--- config.mk ---
export PLATFORM = sky130hd
export DESIGN_NAME = seg_capture
export DESIGN_NICKNAME = d
export VERILOG_FILES = /design/src/rtl/seg_capture.sv
export SDC_FILE = /design/constraint.sdc
export NUM_CORES = 1
export LEC_CHECK = 0
export ABC_AREA = 1
export CAP_MARGIN = 20
export CORE_UTILIZATION = 32
export CTS_CLUSTER_SIZE = 8
export DETAILED_ROUTE_END_ITERATION = 8
export SLEW_MARGIN = 20
export SYNTH_ARGS = -nofsm -noshare
export SYNTH_HDL_FRONTEND = slang
export SYNTH_SLANG_ARGS = --single-unit
--- constraint.sdc ---
create_clock -name clk -period 3.3 [get_ports clk]
set_input_delay 0.495 -clock clk [delete_from_list [all_inputs] [get_ports clk]]
set_output_delay 0.495 -clock clk [all_outputs]
set_load 0.005 [all_outputs]
--- src/rtl/seg_capture.sv ---
// seg_capture: sample a scanned six-digit seven-segment bus, debounce each digit, decode to BCD and publish hh:mm:ss frames
//
// Ports:
//   clk           system clock, same domain as the scanner
//   rstn          asynchronous reset, active-high despite the name
//   seg_sel[5:0]  digit select, active-low one-hot, bit i = digit i (0 = seconds units)
//   seg_data[7:0] segments, active-low, bit7 = dp, bits[6:0] = g..a
//   digits[23:0]  published BCD, digits[4i+3:4i] = digit i
//   dp[5:0]       published decimal points, active-high
//   frame_strobe  one-cycle pulse when digits/dp update
//   frame_valid   high after a publish, low after reset or timeout
//   code_err      last published frame held an undecodable pattern
module seg_capture #(
    parameter int STABLE_CNT = 4,
    parameter int TIMEOUT    = 1048576
) (
    input  logic        clk,
    input  logic        rstn,
    input  logic [5:0]  seg_sel,
    input  logic [7:0]  seg_data,
    output logic [23:0] digits,
    output logic [5:0]  dp,
    output logic        frame_strobe,
    output logic        frame_valid,
    output logic        code_err
);
    localparam int TW = $clog2(TIMEOUT);
    localparam logic [7:0] SC_MAX = 8'(STABLE_CNT);
    localparam logic [7:0] SC_CAP = 8'(STABLE_CNT - 1);
    localparam logic [TW-1:0] T_END = TW'(TIMEOUT - 1);

    logic [13:0]   r;
    logic [7:0]    scnt, scnt_nx;
    logic          taken;
    logic [5:0]    seen;
    logic [23:0]   sh_dig;
    logic [5:0]    sh_dp, sh_err;
    logic [TW-1:0] tcnt;
    logic          same, one_sel, cap, pub;
    logic [5:0]    zsel;
    logic [4:0]    dec;

    // {err, nibble}; anything outside the ten digit glyphs decodes to F with error
    function automatic logic [4:0] decode(input logic [6:0] p);
        case (p)
            7'h40:   decode = 5'h00;
            7'h79:   decode = 5'h01;
            7'h24:   decode = 5'h02;
            7'h30:   decode = 5'h03;
            7'h19:   decode = 5'h04;
            7'h12:   decode = 5'h05;
            7'h02:   decode = 5'h06;
            7'h78:   decode = 5'h07;
            7'h00:   decode = 5'h08;
            7'h10:   decode = 5'h09;
            default: decode = 5'h1F;
        endcase
    endfunction

    // The sample about to enter r is compared with the one already in r, so
    // scnt_nx counts identical samples minus one and the capture lands on the
    // edge that registers the STABLE_CNT-th identical sample.
    always_comb begin
        same    = ({seg_sel, seg_data} == r);
        scnt_nx = !same ? 8'd0 : (scnt == SC_MAX ? scnt : scnt + 8'd1);
        zsel    = ~r[13:8];
        one_sel = (zsel != 6'd0) && ((zsel & (zsel - 6'd1)) == 6'd0);
        cap     = same && (scnt_nx == SC_CAP) && !taken && one_sel;
        pub     = (seen == 6'h3F);
        dec     = decode(r[6:0]);
    end

    always_ff @(posedge clk or posedge rstn) begin
        if (rstn) begin
            r            <= 14'h3FFF;
            scnt         <= 8'd0;
            taken        <= 1'b0;
            seen         <= 6'd0;
            sh_dig       <= 24'd0;
            sh_dp        <= 6'd0;
            sh_err       <= 6'd0;
            tcnt         <= '0;
            digits       <= 24'd0;
            dp           <= 6'd0;
            frame_strobe <= 1'b0;
            frame_valid  <= 1'b0;
            code_err     <= 1'b0;
        end else begin
            r     <= {seg_sel, seg_data};
            scnt  <= scnt_nx;
            taken <= same && (taken || cap);
            for (int k = 0; k < 6; k++) begin
                if (cap && zsel[k]) begin
                    sh_dig[4*k +: 4] <= dec[3:0];
                    sh_dp[k]         <= ~r[7];
                    sh_err[k]        <= dec[4];
                end
            end
            // publish reads the pre-capture shadow; a same-cycle capture survives in seen
            seen         <= (pub ? 6'h00 : seen) | (cap ? zsel : 6'h00);
            frame_strobe <= pub;
            if (pub) begin
                digits   <= sh_dig;
                dp       <= sh_dp;
                code_err <= |sh_err;
            end
            tcnt        <= pub ? '0 : (tcnt == T_END ? tcnt : tcnt + 1'b1);
            frame_valid <= pub ? 1'b1 : (tcnt == T_END ? 1'b0 : frame_valid);
        end
    end
endmodule

==> Word level (Yosys, flattened, before mapping) <==
Cells that the tools add are included.
{ "word_totals": {"rom_bits": 0, "inputBits": 16, "output_inout_bits": 33, "wordCells": 77, "latch_bits": 0, "reg_bits": 118, "mem_count": 0, "ram_bits": 0} }
{ "classes": {"n_reduce_logical": 18, "div_mod_pow": 0, "order_cmp": 0, "n_addsub": 3, "mux": 9, "multipliers": 0, "n_eq_ne": 15, "n_shift": 0, "bitwise_logic": 4} }
{ "ops": {"columns": ["op", "n"], "rows": [
  ["$pmux W5 S10", 1],
  ["$mux W20", 2],
  ["$eq A7 B5 Y1 const B", 3],
  ["$eq A7 B7 Y1 const B", 3],
  ["$add A20 B1 Y20 const B", 1],
  ["$eq A20 B20 Y1 const B", 1],
  ["$mux W8", 2],
  ["$eq A14 B14 Y1", 1],
  ["$eq A7 B6 Y1 const B", 2],
  ["$mux W6", 2],
  ["$logic_and A1 B1 Y1", 11],
  ["$add A8 B1 Y8 const B", 1],
  ["$eq A8 B2 Y1 const B", 1],
  ["$eq A8 B3 Y1 const B", 1],
  ["$eq A7 B2 Y1 const B", 1],
  ["$logic_not A7 Y1", 1],
  ["$and A6 B6 Y6", 1],
  ["$eq A6 B6 Y1 const B", 1],
  ["$logic_not A6 Y1", 1],
  ["$not A6 Y6", 1],
  ["$or A6 B6 Y6", 1],
  ["$reduce_bool A6 Y1", 1],
  ["$reduce_or A6 Y1", 1],
  ["$sub A6 B1 Y6 const B", 1],
  ["other kinds (6)", 7]
]} }

==> Longest topological paths before layout <==
Gate-level depths: netlist (run 1).
{ "depth": {"word_depth": 9, "depth_mapped": 13, "mapped_depth_nobuf": 13} }

==> Least setup slack after synthesis (run 1) <==
OpenSTA, ideal clock, no wires.
{ "synth_path": {"path_kind": "reg-to-reg", "start": "register scnt[0]", "end": "register sh_dig[17]", "arrival_ns": 1.831, "setup_slack_ns": 1.404, "setup_ns": 0.065, "path_stages_with_launch": 14, "cell_sequence": "dfrtp_1 > inv_1 > ha_1 > nand2_1 > nor2_2 > nand2_2 > nand2_2 > nand2_1 > nor2_2 > nand2_2 > nor3_4 > buf_6 > nand4_1 > nand2_1"} }
{ "synth_via": {"elab_chain_len": 8} }
{ "synth_lines": {"columns": ["item", "line_no", "rtl"], "rows": [
  ["start, declared", "33", "logic [7:0] scnt, scnt_nx;"],
  ["start signal, assigned", "90", "scnt <= scnt_nx;"],
  ["$add A8 B1 Y8 / $eq A8 B3 Y1 (equally long branches)", "65", "scnt_nx = !same ? 8'd0 : (scnt == SC_MAX ? scnt : scnt + 8'd1);"],
  ["$mux W8 (*) (2 in series)", "65", null],
  ["$eq A8 B2 Y1 (*)", "68", "cap = same && (scnt_nx == SC_CAP) && !taken && one_sel;"],
  ["$logic_and A1 B1 Y1 (*) (3 in series)", "68", null],
  ["$logic_and A1 B1 Y1 (*)", "93", "if (cap && zsel[k]) begin"],
  ["end signal, assigned by index", "94", "sh_dig[4*k +: 4] <= dec[3:0];"],
  ["end, declared", "36", "logic [23:0] sh_dig;"]
]} }
Every way passes the cells marked *; elsewhere a longest branch is shown, timed or not.
A chain may end at the register's enable or synchronous reset.

==> Worst setup path in the final report (run 1) <==
{ "layout_path": {"start": "register scnt[0]", "end": "register sh_dig[6]"} }
Same word-level chain as after synthesis.

==> results.md, run 1 <==
- The critical-path cell with the highest stage delay is nor3_4.
- The layer with the highest usage is met2.
- On the worst path, the slowest cell contributes a delay of 0.57 ns.
- The final RePlAce weighted congestion is 0.8421.
- For this design the top-level I/O count stands at 49.
- The top cell type by area accounts for 46.30% of the synthesized area.
- The maximum clock rate is 413.8 MHz.
- Global routing used 4.092% of the available met3 tracks.
- The setup total negative slack is 0 ns.
- The count of buffering cells on the critical path with inverters included is 2.
- By startpoint and endpoint, the worst setup path is classified as flip-flop to flip-flop.
- TritonCTS built the clock tree.
- The final number of max-transition violations is 0.
- The count of hold-fix buffers inserted at cts is 0.
- The number of nets in the synthesized netlist is 730.
- The area growth from synthesis to final layout is 24.15%.
- The count of TritonRoute iterations in the first routing pass is 5.
- The mean instance size in the synthesized netlist is 7.905 um2.
- The proportion of layout cells with a drive suffix above 1 is 11.78%.
- The number of nets with antenna violations after detailed routing is 0.
- The remaining routing DRC violations is 0.
- The clock tree synthesis step divided the H-tree into 4 levels.
- The wire length per cell is 12.93 um.
- Buffers placed on the I/O ports in this run total 48.
- For this run the aggregate overflow at the end of global routing stands at 0.
- The number of enable flip-flop cells after synthesis is 0.
- Setup repair after global routing left no endpoint under its margin.
- The total of cells resized after clock tree synthesis is 0.
- Dividing the detail-routed via count by the number of cells gives 4.619.
- The area inside the core boundary is 17240 um2.
- The TritonCTS sink count is 118.
- At the pin with the least slew margin, the transition time is 0.6414 ns.
- The count of final hold-check violations is 0.
- The worst slew margin relative to its limit is 57.24%.
- The cell family contributing the most delay on the critical path is simple AND/OR/NAND/NOR gates.
- Max-cap violations in this run came to 0.
- The worst setup path is captured at a flip-flop.
- The kind of start point of the critical path is a flip-flop.
- The portion of the post-synthesis area used by sequential elements is 52.85%.
- Clock-pin slew was measured on the worst setup and hold paths at 0.06 ns.
- The number of global-route vias before repair is 4464.
- The number of nets at the end of the flow is 787.
- The number of antenna violations at the first check in global routing came to 0.
- For this run, the number of Yosys warnings is 0.
- The peak ir drop on the vdd network is 353.3 uV.
- By instance count, the leading cell after synthesis is nand2_1.
- The worst hold-check slack is 0.4700 ns.
- The worst path uses 73.23% of the clock period.
- The routed layout has 4647 vias.
- The highest fanout seen on the critical path is 21.
- The distinct cell type count after synthesis is 32.
- The number of buffers inserted during clock tree synthesis is 17.
- The first global-routing pass estimated 21940 um of wire.
- Data on the critical path arrives at its endpoint at 2.77 ns.
- Global routing used 15.50% of the available tracks across all layers.
- Summed over all cells, the static leakage comes to 3.554 nW.
- The power per cell area is 505.6 nW/um2.
- The run finished with clean final reports.
- The repair_antennas step left the layout with diodes totalling 0.
- The largest clock skew in the final design is 0.007822 ns.
- Wires add up to 13010 um.
- The worst min-delay path class is flip-flop to flip-flop.
- The gate count of the mapped netlist is 711.
- The initialized floorplan defines 48 standard-cell rows.
- The maximum number of pins on one net before global-route repair is 119.
- For this run, global-route usage on met2 was measured as 23.98%.
- In this run, the number of DRC markers left after iteration 0 of detailed routing was 295.
- The vertical die dimension is 134.5 um.
- The flop and latch count out of synthesis is 118.
- In the post-synthesis netlist, the biggest area contributors are dfrtp_1, nand2_1, dfstp_2, nand4_1, inv_1.
- The number of setup buffers added after CTS is 0.
- In this run the cell area of the synthesized design comes to 5620 um2.
- Clock latency on the worst-skew pair, taken at its later pin, is 0.42 ns.
- The clock period could shrink to 2.417 ns.
- In the synthesized netlist the dominant register cell turns out to be dfrtp_1.
- Traced cell by cell, the critical path runs through inv_1 -> ha_1 -> nand2_1 -> nor2_2 -> nand2_2 -> nand2_2 -> nand2_1 -> nor2_2 -> nand2_2 -> nor3_4 -> buf_6 -> nand4_1 -> nand2_1.
- The die covers 18100 um2.
- The cell at the root of the clock tree is clkbuf_16.
- Global routing used 20.89% of the available met1 tracks.
- The required time of the critical path is 3.65 ns.
- The HPWL after detailed placement is 8923 um.
- Of all flip-flops after synthesis, the portion carrying an async set or reset was 100.0%.
- The biggest area consumer among synthesized cells is dfrtp_1.
- The initial core utilization is 32.61%.
- Counting instances in the post-synthesis netlist gives the leading cell types as nand2_1, dfrtp_1, nand4_1, inv_1, nor2_1.
- Setup violations remaining at the end of the flow were counted as 0.
- The die is 134.5 um wide.
- The clock tree buffer depth is 2.
-- cell families after synthesis --
logic type	after synthesis	share of synthesized area, %
compound gates	33	3.339
xor+xnor	6	0.9350
fa+ha+maj	3	0.6679
buf+inv	88	6.434
flops	118	52.85
simple gates	463	35.77
-- worst reg2reg max path, delay by kind of cell, from the launching register on --
family	cells	cell delay [ns]
buf+inv	2	0.36
fa+ha+maj	1	0.16
simple gates	10	1.42
flops	1	0.42
-- layout make-up --
type,count,area [um2]
clock buffers,21,470.5
clock inverters,11,147.6
fillers,1751,10260
inverters,71,270.3
multi-input cells,505,2288
flip-flops and latches,118,2970
well taps,225,281.5
repair buffers,55,549.3
-- cell usage in the layout, fill, tap and decap left out, types with 3 or more instances in the layout --
master           Yosys  routed
clkbuf_16            0      17
o21ai_0             13      13
nand2_1            296     296
nor2_1              51      51
inv_1               51      50
ha_1                 3       3
nor3_1              13      13
xor2_1               5       5
a21oi_1             10      10
dfstp_2             14      14
nand2_2              5       5
nand4_1             55      55
nand3_1             25      25
buf_4                1       5
clkdlybuf4s50_1      0      48
inv_2               18      18
clkbuf_8             0       3
dfrtp_1            104     104
bufinv_16            0       3
nor2_2               7       7
a31oi_1              6       6
clkinvlp_4           0       5
-- power by group --
| part | total, W | internal [W] | leakage, nW | switching, W |
|---|---|---|---|---|
| Sequential | 0.00148 | 0.00146 | 1.59 | 0.0000109 |
| Clock | 0.00193 | 0.00125 | 0.292 | 0.000681 |
| Combinational | 0.000125 | 0.0000388 | 1.68 | 0.0000859 |
| Total | 0.00353 | 0.00275 | 3.55 | 0.000778 |
-- worst paths after layout --
kind	startpoint	end	slack (ns)	cells after the start
worst max-delay path	scnt[0]	sh_dig[6]	0.88	13
worst min-delay path	dp[0]	dp[0]	0.47	2
worst max register to register	scnt[0]	sh_dig[6]	0.88	13
worst min register to register	dp[0]	dp[0]	0.47	2
max in group asynchronous	rstn	sh_dig[1]	2.20	3
min in group asynchronous	rstn	tcnt[4]	0.60	3
-- flip-flops by register name, summed over array words and instances (netlist names), 6 cells and up --
register,cells
r,14
dp,6
sh_dp,6
sh_dig,24
tcnt,20
digits,24
scnt,8
sh_err,6
seen,6
-- through the flow --
| stage | area, um2 | total power (W) | std cells | util, % | setup WS, ns |
|---|---|---|---|---|---|
| finish | 6978 | 0.003528 | 1006 | 40.48 | 0.8835 |
| CTS | 6967 | 0.003571 | 1005 | 40.42 | 0.5636 |
| global placement | 6349 | 0.001626 | 973 | 36.83 | 0.2642 |
| detailed placement | 6349 | 0.001627 | 973 | 36.83 | 0.2150 |
| global route | 6978 | 0.003650 | 1006 | 40.48 | 0.6675 |
| floorplan | 5624 | 0.001575 | 711 | - | 1.375 |
-- per-layer routing --
metal | up-vias | wire [um]
met4 | 0 | 199
met2 | 81 | 5907
met1 | 2142 | 6382
met3 | 16 | 521
li1 | 2408 | -
met5 | - | 0
Power figures use the tool's default switching activity.
==> run 2, diff against run 1 <==
Clock period 3.3 ns to 2.45 ns, I/O delays scaled along.
==> run 2 against run 1 <==
Against the previous run:
- global-route usage increased by 0.86 points
- routed wire length increased by 3.2%
- worst hold slack got worse by 0.071 ns
- non-clock buffer count increased by 39
- core utilization increased by 1.9 points
- largest power group unchanged
- setup slack got worse by 0.64 ns
- final area increased by 4.7%
- first-iteration DRC count increased by 41%
==> results.md, run 2 (same netlist as run 1, synthesis figures left out) <==
- The run finished with clean final reports.
- The required time of the critical path was 2.76 ns (-0.89 ns).
- The highest fanout seen on the critical path is 6 (-71%).
- The cell that appears most often on the critical path is nand2_1.
- The number of buffers inserted by port buffering is 48 (unchanged).
- The overall overflow remaining after global route was 0 (unchanged).
- The number of global-route vias before repair was 4798 (+7.5%).
- The total setup violations reported at the end of the flow was 0 (unchanged).
- The initial core utilization is 32.61% (unchanged).
- The total number of H-tree levels came to 4 (unchanged).
- The count of hold-fix buffers inserted at cts came to 0 (unchanged).
- The number of top-level design ports came to 49 (unchanged).
- The worst hold-check slack came to 0.3987 ns (-0.07133 ns).
- The setup total negative slack came to 0 ns (unchanged).
- The arrival time of the worst setup path is 2.52 ns (-0.25 ns).
- The category of the most critical setup path is flip-flop to flip-flop.
- The utilization of the core after routing is 42.37% (+1.9 points).
- The worst stage delay on the critical path was 0.43 ns (-0.14 ns).
- The number of buffers inserted during clock tree synthesis is 17 (unchanged).
- The post-layout worst setup margin was 0.2389 ns (-0.6445 ns).
- The category of cells accounting for the largest share of critical-path delay is simple AND/OR/NAND/NOR gates.
- In the layout the commonest cells are nand2_1, dfrtp_1, nand4_1.
- The TritonCTS sink count is 118 (unchanged).
- The horizontal die dimension was 134.5 um (unchanged).
- The die area is 18100 um2 (unchanged).
- The maximum number of pins on one net before global-route repair is 71 (-40%).
- The number of max-cap violations was 0 (unchanged).
- The clock input transition at the sequential cells of the worst setup and hold paths is 0.06 ns (about the same).
- The clock insertion delay at the later pin of the skew report is 0.42 ns (about the same).
- The vertical die dimension is 134.5 um (unchanged).
- The total placed cells including tap cells is 1009 (+3.7%).
- The proportion of layout cells with a drive suffix above 1 is 16.10% (+4.3 points).
- The HPWL after detailed placement is 9228 um (+3.4%).
- The vias after detailed routing is 4892 (+5.3%).
- The slowest stage of the critical path belongs to the cell dfrtp_1.
- The number of cells on the worst reg-to-reg path is 15 (+2).
- The worst slew margin relative to its limit is 74.09% (+17 points).
- The clock tree buffer depth came to 2 (unchanged).
- The peak ir drop on the vdd network is 529.7 uV (+50%).
- The overall track demand over capacity in global routing was 16.36% (+0.86 points).
- The remaining routing DRC violations is 0 (unchanged).
- The power per cell area is 661.3 nW/um2 (+31%).
- The startpoint identified for the worst register-to-register timing path is scnt[0].
- The reg-to-reg setup timing slack is 0.24 ns (-0.64 ns).
- The count of TritonRoute iterations in the first routing pass is 6 (+1).
- The slew at the pin closest to its max-slew limit is 0.3876 ns (-0.2538 ns).
- The wire length per cell was 12.86 um (-0.61%).
- The largest clock skew in the final design is 0.004328 ns (-0.003494 ns).
- The count of routing violations after the opening detailed-route iteration is 416 (+41%).
- The count of final hold-check violations came to 0 (unchanged).
- The path class of the tightest hold or removal check is input port to asynchronous set/reset pin.
- The number of nets at the end of the flow came to 826 (+5.0%).
- The number of vias per cell after detailed routing is 4.681 (+1.3%).
- The critical path goes through inv_1 -> ha_1 -> nand2_1 -> nor2_2 -> nand2_2 -> nand2_2 -> nand2_1 -> nor2_2 -> nand2_2 -> buf_4 -> nor2_4 -> nand4_1 -> buf_4 -> nand2_1 -> nand2_1.
- The most common cell after layout, fill and taps aside is nand2_1.
- The cell at the root of the clock tree is clkbuf_16.
- The final RePlAce weighted congestion is 0.8240 (-2.1%).
- The standard-cell row count is 48 (unchanged).
- STA classifies the critical path startpoint as a flip-flop.
- The largest registers in the layout are digits (24), sh_dig (24), tcnt (20).
- The number of nets with antenna violations after detailed routing is 0 (unchanged).
- The kind of end point of the critical path is a flip-flop.
- The leakage power is 3.755 nW (+5.7%).
- The clock period minus final worst setup slack is 2.211 ns (-0.2055 ns).
- The final cell count without fillers is 1045 (+3.9%).
- The number of antenna violations at the first check in global routing came to 0 (unchanged).
- The clock tree from TritonCTS is built.
- The worst setup timing slack at the placement stage is -0.2268 ns (-0.4417 ns).
- The worst register-to-register path ends at sh_err[3].
- The number of antenna diodes came to 0 (unchanged).
- The total length of routed wires is 13430 um (+3.2%).
- The first-pass GRT wire length came to 23070 um (+5.2%).
- The final number of max-transition violations is 0 (unchanged).
- The area inside the core boundary is 17240 um2 (unchanged).
- The count of buffering cells on the critical path with inverters included is 3 (+1).
- The area growth from synthesis to final layout is 29.94%.
- The maximum clock rate came to 452.3 MHz (+9.3%).
- The post-route clock period utilization is 90.25% (+17 points).
run 2: layout make-up:
class / instances / area, um2
timing repair buffer: 94 / 858.3
fill: 1726 / 9933
inverter: 71 / 270.3
clock inverter: 15 / 203.9
tap: 225 / 281.5
multi-input combinational: 505 / 2293
clock buffer: 17 / 425.4
sequential: 118 / 2970
run 2: stage by stage:
| stage | instance area [um2] | power [W] |
|---|---|---|
| after detailed placement | 6639 | 0.002223 |
| after floorplan | 5624 | 0.002121 |
| final | 7303 | 0.004830 |
| after CTS | 7268 | 0.004891 |
| after global placement | 6624 | 0.002221 |
| after global routing | 7303 | 0.005014 |
run 2: power breakdown:
part	leakage [nW]	switching, W	total [W]	internal (W)
clock	0.308	0.000937	0.00264	0.00171
sequential	1.59	0.0000106	0.00198	0.00197
combinational	1.86	0.000127	0.000203	0.0000769
run 2: worst max-delay path by stage:
stage           startpoint    endpoint  slack [ns]  cells after the start
6_report           scnt[0]   sh_err[3]        0.24                     15
5_1_grt            scnt[0]   sh_err[3]       -0.02                     15
3_5_place_dp   seg_data[1]       taken       -0.23                     12
2_1_floorplan      scnt[0]  sh_dig[17]        0.55                     13
3_3_place_gp   seg_data[2]   sh_dig[9]       -0.49                     11
4_1_cts            scnt[0]       taken        0.02                     12
run 2: layer usage:
metal / wire length (um) / share of wire (%) / up-vias / track usage, %
li1: - / - / 2474 / -
met1: 6321 / 47 / 2291 / 21.60
met2: 6305 / 47 / 112 / 25.65
met3: 621 / 4.6 / 15 / 4.204
met4: 185 / 1.4 / 0 / 6.554
met5: 0 / 0 / - / 0
run 2: worst register-to-register path, stage by stage (launching register included):
cell,delay (ns)
dfrtp_1,0.43
inv_1,0.10
ha_1,0.18
nand2_1,0.07
nor2_2,0.09
nand2_2,0.12
nand2_2,0.10
nand2_1,0.07
nor2_2,0.11
nand2_2,0.09
buf_4,0.15
nor2_4,0.15
nand4_1,0.14
buf_4,0.19
nand2_1,0.07
nand2_1,0.05
run 2: timing repair:
| item | 4_1_cts | 5_1_grt |
|---|---|---|
| setup endpoints to repair | 5 | 39 |
| resized for setup | 0 | 1 |
| pin swaps | 1 | 3 |
| setup buffers | 0 | 4 |
==> run 3, diff against run 2 <==
Settings changed: HOLD_SLACK_MARGIN set to 0.03.
==> results of run 3 <==
No change in the layout: final DEF, timing and power equal those of run 2.
